## src/rtl/multi_pueo_beamform_v3.sv

```systemverilog
// -----------------------------------------------------------------------------
// multi_pueo_beamform_v3
//
// Multi-beam coherent-sum beamformer with per-beam power windows.
//
// Each offset-binary input code is mapped to an odd symmetric value
// v = 2x - (2^NBITS-1). For every beam and sample, the enabled channels are
// summed through a fully pipelined pairwise adder tree, one register per
// level, and the sum is squared exactly. The squares of each beam are then
// summed over samples and accumulated over WINLEN valid cycles into a
// saturating power accumulator. The result is reported with a one-cycle strobe.
//
// Ports
//   clk_i        sole clock, rising edge
//   rst_ni       asynchronous active-low reset
//   valid_i      beam_i / chmask_i valid this cycle
//   beam_i       samples; beam b, chan c, sample s at ((b*NCHAN+c)*NSAMP+s)*NBITS
//   chmask_i     per-channel include mask, shared by all beams
//   clear_i      abort the power window in progress
//   sq_o         unsigned squares; beam b, sample s at (b*NSAMP+s)*SQBITS
//   sq_valid_o   sq_o valid
//   pow_o        per-beam window power; beam b at b*PBITS
//   pow_valid_o  one-cycle strobe, pow_o/sat_o valid
//   sat_o        per-beam saturation flag for the reported window
// -----------------------------------------------------------------------------
module multi_pueo_beamform_v3 #(
  parameter int NBEAMS = 2,
  parameter int NCHAN  = 8,
  parameter int NSAMP  = 8,
  parameter int NBITS  = 5,
  parameter int WINLEN = 4,
  parameter int PBITS  = 24,
  localparam int CB     = $clog2(NCHAN),
  localparam int SBITS  = NBITS + 1 + CB,
  localparam int SQBITS = 2 * (NBITS + CB)
) (
  input  logic                              clk_i,
  input  logic                              rst_ni,
  input  logic                              valid_i,
  input  logic [NBEAMS*NCHAN*NSAMP*NBITS-1:0] beam_i,
  input  logic [NCHAN-1:0]                  chmask_i,
  input  logic                              clear_i,
  output logic [NBEAMS*NSAMP*SQBITS-1:0]    sq_o,
  output logic                              sq_valid_o,
  output logic [NBEAMS*PBITS-1:0]           pow_o,
  output logic                              pow_valid_o,
  output logic [NBEAMS-1:0]                 sat_o
);

  // Tree is padded to a power of two; padded leaves are constant zero.
  localparam int NP   = 1 << CB;
  localparam int NL   = NBEAMS * NSAMP;
  localparam int SUMW = SQBITS + $clog2(NSAMP) + 1;
  localparam int WW   = ((PBITS > SUMW) ? PBITS : SUMW) + 1;
  localparam int CW   = $clog2(WINLEN + 1);

  localparam logic signed [SBITS-1:0] ODD    = SBITS'((1 << NBITS) - 1);
  localparam logic [PBITS-1:0]        PMAX_P = '1;
  localparam logic [WW-1:0]           PMAX_W = WW'(PMAX_P);

  // Offset-binary code to odd symmetric value: 2x - (2^NBITS-1).
  function automatic logic signed [SBITS-1:0] to_sym(input logic [NBITS-1:0] code);
    return $signed({{CB{1'b0}}, code, 1'b0}) - ODD;
  endfunction

  // Exact square via magnitude; |S| < 2^(NBITS+CB) so SQBITS holds it.
  function automatic logic [SQBITS-1:0] square(input logic signed [SBITS-1:0] s);
    logic [SBITS-1:0] m;
    m = s[SBITS-1] ? $unsigned(-s) : $unsigned(s);
    return SQBITS'(m) * SQBITS'(m);
  endfunction

  // Saturating add; MSB of the result flags that the clamp was applied.
  function automatic logic [PBITS:0] sat_add(input logic [PBITS-1:0] a,
                                             input logic [WW-1:0]    x);
    logic [WW-1:0] t;
    t = WW'(a) + x;
    if (t > PMAX_W) begin
      return {1'b1, PMAX_P};
    end else begin
      return {1'b0, PBITS'(t)};
    end
  endfunction

  // ---------------------------------------------------------------------------
  // Input register: data, mask and valid travel together.
  // ---------------------------------------------------------------------------
  logic [NBEAMS*NCHAN*NSAMP*NBITS-1:0] beam_q;
  logic [NCHAN-1:0]                    mask_q;
  // vld_q[0] aligns with the input register, vld_q[k] with tree level k.
  logic [CB:0]                         vld_q;

  // Input capture and valid delay line.
  always_ff @(posedge clk_i or negedge rst_ni) begin
    if (!rst_ni) begin
      beam_q <= '0;
      mask_q <= '0;
      vld_q  <= '0;
    end else begin
      beam_q <= beam_i;
      mask_q <= chmask_i;
      vld_q  <= {vld_q[CB-1:0], valid_i};
    end
  end

  // ---------------------------------------------------------------------------
  // Leaves: symmetric values, masked channels forced to exactly zero.
  // ---------------------------------------------------------------------------
  logic signed [SBITS-1:0] leaf_s [NL][NP];

  // Leaf conversion and masking.
  always_comb begin
    for (int l = 0; l < NL; l++) begin
      for (int p = 0; p < NP; p++) begin
        leaf_s[l][p] = '0;
      end
    end
    for (int b = 0; b < NBEAMS; b++) begin
      for (int s = 0; s < NSAMP; s++) begin
        for (int c = 0; c < NCHAN; c++) begin
          if (mask_q[c]) begin
            leaf_s[b*NSAMP+s][c] = to_sym(beam_q[((b*NCHAN+c)*NSAMP+s)*NBITS +: NBITS]);
          end else begin
            leaf_s[b*NSAMP+s][c] = '0;
          end
        end
      end
    end
  end

  // ---------------------------------------------------------------------------
  // Adder tree stored heap-style per lane: node i has children 2i and 2i+1,
  // indices >= NP denote leaves. Node 1 is the root, CB levels deep.
  // ---------------------------------------------------------------------------
  logic signed [SBITS-1:0] node_q [NL][1:NP-1];

  for (genvar gl = 0; gl < NL; gl++) begin : g_lane
    for (genvar gi = 1; gi < NP; gi++) begin : g_node
      if (2*gi >= NP) begin : g_leafpair
        // Bottom tree level: sum of two leaves.
        always_ff @(posedge clk_i or negedge rst_ni) begin
          if (!rst_ni) begin
            node_q[gl][gi] <= '0;
          end else begin
            node_q[gl][gi] <= leaf_s[gl][2*gi-NP] + leaf_s[gl][2*gi+1-NP];
          end
        end
      end else begin : g_inner
        // Upper tree level: sum of two registered child nodes.
        always_ff @(posedge clk_i or negedge rst_ni) begin
          if (!rst_ni) begin
            node_q[gl][gi] <= '0;
          end else begin
            node_q[gl][gi] <= node_q[gl][2*gi] + node_q[gl][2*gi+1];
          end
        end
      end
    end
  end

  // ---------------------------------------------------------------------------
  // Square stage
  // ---------------------------------------------------------------------------
  logic [NBEAMS*NSAMP*SQBITS-1:0] sq_d;
  logic [NBEAMS*NSAMP*SQBITS-1:0] sq_q;
  logic                           sq_valid_q;

  // Square of each lane's root sum.
  always_comb begin
    sq_d = '0;
    for (int l = 0; l < NL; l++) begin
      sq_d[l*SQBITS +: SQBITS] = square(node_q[l][1]);
    end
  end

  // Square register and its valid bit.
  always_ff @(posedge clk_i or negedge rst_ni) begin
    if (!rst_ni) begin
      sq_q       <= '0;
      sq_valid_q <= 1'b0;
    end else begin
      sq_q       <= sq_d;
      sq_valid_q <= vld_q[CB];
    end
  end

  // ---------------------------------------------------------------------------
  // Power window
  // ---------------------------------------------------------------------------
  logic [WW-1:0]           bsum_s [NBEAMS];
  logic [CW-1:0]           cnt_q, cnt_d, win_cnt_s;
  logic                    win_end_s;
  logic [NBEAMS*PBITS-1:0] acc_q, acc_d, base_acc_s, new_acc_s;
  logic [NBEAMS-1:0]       accsat_q, accsat_d, new_sat_s;
  logic [NBEAMS*PBITS-1:0] pow_q, pow_d;
  logic [NBEAMS-1:0]       sat_q, sat_d;
  logic                    pow_valid_q, pow_valid_d;
  logic [PBITS:0]          add_s [NBEAMS];

  // Per-beam sum of the squares across samples.
  always_comb begin
    for (int b = 0; b < NBEAMS; b++) begin
      bsum_s[b] = '0;
      for (int s = 0; s < NSAMP; s++) begin
        bsum_s[b] = bsum_s[b] + WW'(sq_q[(b*NSAMP+s)*SQBITS +: SQBITS]);
      end
    end
  end

  // Window next-state. clear_i zeroes the base first, so a coincident
  // valid square becomes entry 0 of the fresh window.
  always_comb begin
    cnt_d       = cnt_q;
    acc_d       = acc_q;
    accsat_d    = accsat_q;
    pow_d       = pow_q;
    sat_d       = sat_q;
    pow_valid_d = 1'b0;
    win_cnt_s   = clear_i ? '0 : cnt_q;
    base_acc_s  = clear_i ? '0 : acc_q;
    win_end_s   = (win_cnt_s == CW'(WINLEN - 1));
    new_acc_s   = '0;
    new_sat_s   = '0;
    for (int b = 0; b < NBEAMS; b++) begin
      add_s[b] = sat_add(base_acc_s[b*PBITS +: PBITS], bsum_s[b]);
      new_acc_s[b*PBITS +: PBITS] = add_s[b][PBITS-1:0];
      new_sat_s[b] = add_s[b][PBITS] | (accsat_q[b] & ~clear_i);
    end
    if (sq_valid_q) begin
      if (win_end_s) begin
        pow_d       = new_acc_s;
        sat_d       = new_sat_s;
        pow_valid_d = 1'b1;
        cnt_d       = '0;
        acc_d       = '0;
        accsat_d    = '0;
      end else begin
        cnt_d    = win_cnt_s + CW'(1);
        acc_d    = new_acc_s;
        accsat_d = new_sat_s;
      end
    end else if (clear_i) begin
      cnt_d    = '0;
      acc_d    = '0;
      accsat_d = '0;
    end else begin
      cnt_d = cnt_q;
    end
  end

  // Window state and reported outputs.
  always_ff @(posedge clk_i or negedge rst_ni) begin
    if (!rst_ni) begin
      cnt_q       <= '0;
      acc_q       <= '0;
      accsat_q    <= '0;
      pow_q       <= '0;
      sat_q       <= '0;
      pow_valid_q <= 1'b0;
    end else begin
      cnt_q       <= cnt_d;
      acc_q       <= acc_d;
      accsat_q    <= accsat_d;
      pow_q       <= pow_d;
      sat_q       <= sat_d;
      pow_valid_q <= pow_valid_d;
    end
  end

  assign sq_o        = sq_q;
  assign sq_valid_o  = sq_valid_q;
  assign pow_o       = pow_q;
  assign pow_valid_o = pow_valid_q;
  assign sat_o       = sat_q;

endmodule

```

## config.mk

```make
export PLATFORM = sky130hd
export DESIGN_NAME = multi_pueo_beamform_v3
export DESIGN_NICKNAME = d
export VERILOG_FILES = /design/src/rtl/multi_pueo_beamform_v3.sv
export SDC_FILE = /design/constraint.sdc
export NUM_CORES = 2
export LEC_CHECK = 0
export CORE_MARGIN = 2
export CORE_UTILIZATION = 45
export CTS_CLUSTER_DIAMETER = 60
export DETAILED_ROUTE_END_ITERATION = 8
export MAX_ROUTING_LAYER = met4
export SLEW_MARGIN = 20
export SYNTH_ARGS = -nofsm -noshare
export SYNTH_HDL_FRONTEND = slang
export SYNTH_SLANG_ARGS = --single-unit
```

## constraint.sdc

```tcl
create_clock -name clk_i -period 15.4 [get_ports clk_i]
set_input_delay 2.31 -clock clk_i [delete_from_list [all_inputs] [get_ports clk_i]]
set_output_delay 2.31 -clock clk_i [all_outputs]
set_load 0.005 [all_outputs]
```

==> impl_results.md <==
* Area leader, netlist: dfrtp_1
* Yosys top cell area share at 40.2%
* Fmax at 145 MHz
* Final wirelength at 337000 um
* Fin Clk Skew at 0.0840 ns
* Max layer used: met4
* Die width at 515 um
* Critical path class: flop to flop
* Synthesized flop and latch total at 1885
* Unrepaired setup endpoints after global routing: no
* Post-CTS Resized at 0
* Slew @ Worst Pin at 1.10 ns
* Total grt overflow at 0
* # Post-CTS Setup Buffers at 0
* Antenna-violating nets left at 0
* H-Tree Level Count at 4
* TritonCTS sink count at 1885
* Post-Syn Area at 117000 um^2
* Critical path buffers and inverters at 4
* Startpoint types: flop
* Number of synthesized flops with an enable pin at 0
* Cts hold-fix bufs at 0
* Seq/Total Area, Yosys at 40.2%
* Synth area leaders: dfrtp_1, fa_1, ha_1
* Drt wl/cell at 22.1 um
* Synth Flop Type: dfrtp_1
* Layout cell share with drive strength beyond 1 at 5.46%
* Top-count cell post-synth: dfrtp_1
* Initial Util at 45.2%
* Final hold vios at 0
* Clock slew at reported path FFs at 0.06 ns
* DRC violations left at 0
* Critical Path AT at 7.66 ns
* Met3 WL at 15600 um
* Most frequent CP cell: fa_1
* Nets@finish at 14300
* Drt first pass iters at 8
* CTS root buf: clkbuf_16
* Worst path required time at 16.15 ns
* RD Place Congestion at 0.957
* Post-synth cell types at 93
* CTS buffer count at 221
* Worst Path Max Fanout at 84
* Die Y-Extent at 515 um
* Slowest library cell on the worst path: xor2_1
* Met2 Routed Length at 156000 um
* Vias in the first global route at 80400
* Element type at the critical path end: flop
* Maxcap violations at 0
* Global-route wire length before repair at 504000 um
* Synth warn at 0
* Post-synth ARST share at 100%
* Worst hold path type: flop to flop
* All-Layer GR Usage at 26.5%
* Post-layout min period at 6.90 ns
* DR vias/cell at 5.05
* CTS tree: built
* Worst slew margin at 25.9%
* Top cells by count, synth: dfrtp_1, inv_1, ha_1
* Utilization after layout at 53.6%
* CORE AREA at 259000 um^2
* Clk_lat worst skew at 0.89 ns
* Clock buffer depth at 3
* CP max stage delay at 0.78 ns
* Syn Area/Cell at 11.2 um^2
* Status: complete, no violations
* Setup violators final at 0
* Largest net degree at the start of global routing at 183
* DRT iter0 DRCs at 4567
* I/O Buffers at 943
* Row count at 187
* DRT met1 WL at 155000 um
* CP delay by family, top: adder cells
* CP Cell Sequence: inv_6 -> buf_12 -> ha_1 -> nand2b_1 -> o41ai_1 -> xor2_1 -> nor2_1 -> fa_1 -> inv_1 -> fa_1 -> fa_1 -> inv_1 -> fa_1 -> ha_1 -> or3_1 -> o211a_1 -> a311oi_1 -> a21oi_1 -> xnor2_1
* Final Cycle Share at 44.8%
* Initial antenna violation count at 49
* FILL cells at 22400
* Top Ports at 960
* Setup TNS at 0 ns
* Routed via count at 77100
* Synth Instances at 10500
* Pins Over Slew Limit at 0
* Synthesis-to-layout area growth at 18.6%
* Total die area at 265000 um^2
* Final HPWL DP at 278000 um
[cell families after synthesis]
family	Yosys count	share of synthesized area, %
compound gates	1712	9.25
xor+xnor	1009	7.70
fa+ha+maj	2043	27.1
buf+inv	1475	4.85
flops	1885	40.2
mux	38	0.339
other cells	2	0.00640
simple gates	2357	10.5
[worst paths after layout]
path,slack (ns),depth (start not counted),to,start
max,8.50,19,sq_o[15],node_q[54]
min,0.35,0,sq_valid_o,vld_q[3]
max reg2reg,8.50,19,sq_o[15],node_q[54]
min reg2reg,0.35,0,sq_valid_o,vld_q[3]
max in group asynchronous,10.73,4,node_q[944],rst_ni
min in group asynchronous,1.31,1,beam_q[184],rst_ni
[per-stage QoR]
step | instance area, um^2 | hold WS (ns) | std cells | worst slack [ns]
global route | 139000 | 0.356 | 15200 | 8.04
floorplan | 118000 | 0.331 | 10600 | 8.57
detailed placement | 131000 | 0.336 | 14800 | 8.16
finish | 139000 | 0.349 | 15300 | 8.50
global placement | 131000 | 0.336 | 14800 | 8.18
CTS | 139000 | 0.349 | 15200 | 8.53
[area by class of cell]
cell class                      count  area, um^2  area share, %
Sequential cell                  1885       47200           33.9
Clock buffer                      288        6200           4.45
Clock inverter                    128        1780           1.28
Inverter                         1262        4740           3.41
Tap cell                         3402        4260           3.06
Timing Repair Buffer             1010       10100           7.24
Antenna cell                       36        90.1         0.0647
Multi-Input combinational cell   7247       64900           46.6
[metal layers]
metal	vias up	track usage (%)
met4	0	8.43
met2	1872	41.5
met3	404	3.51
met1	38500	35.9
met5	-	-
li1	36300	-
[layout by cell type, fill, tap and decap left out, types with 14 or more instances in the layout]
cell type,n
nor2b_1,355
o21ai_0,324
and2_1,519
or4_1,25
clkinv_2,40
nor3_1,46
conb_1,88
o21ai_1,46
o31ai_1,150
o21bai_1,99
buf_4,57
clkbuf_8,35
clkbuf_1,29
mux2_2,14
nor2_1,630
xor2_1,324
or3_1,17
mux2i_1,24
ha_1,1202
clkdlybuf4s50_1,941
nand3_1,27
inv_1,1255
a21o_1,271
o211ai_1,19
a211oi_1,14
xor2_2,26
o2bb2ai_1,44
a21oi_1,568
fa_1,834
dfrtp_1,1876
xnor2_1,651
nand2b_1,258
o21a_1,24
clkbuf_16,224
nand2_1,348
clkinvlp_4,17
or2_2,57
bufinv_16,28
diode_2,36
[registers in the layout (all words and copies together) (netlist names), 3 cells and up]
register	flops
acc_q	48
beam_q	640
cnt_q	3
mask_q	8
node_q	903
pow_o	48
sq_o	225
vld_q	4
Power is not shown: default switching activity piles up to over one toggle a cycle in this logic, so the estimate is an artifact.
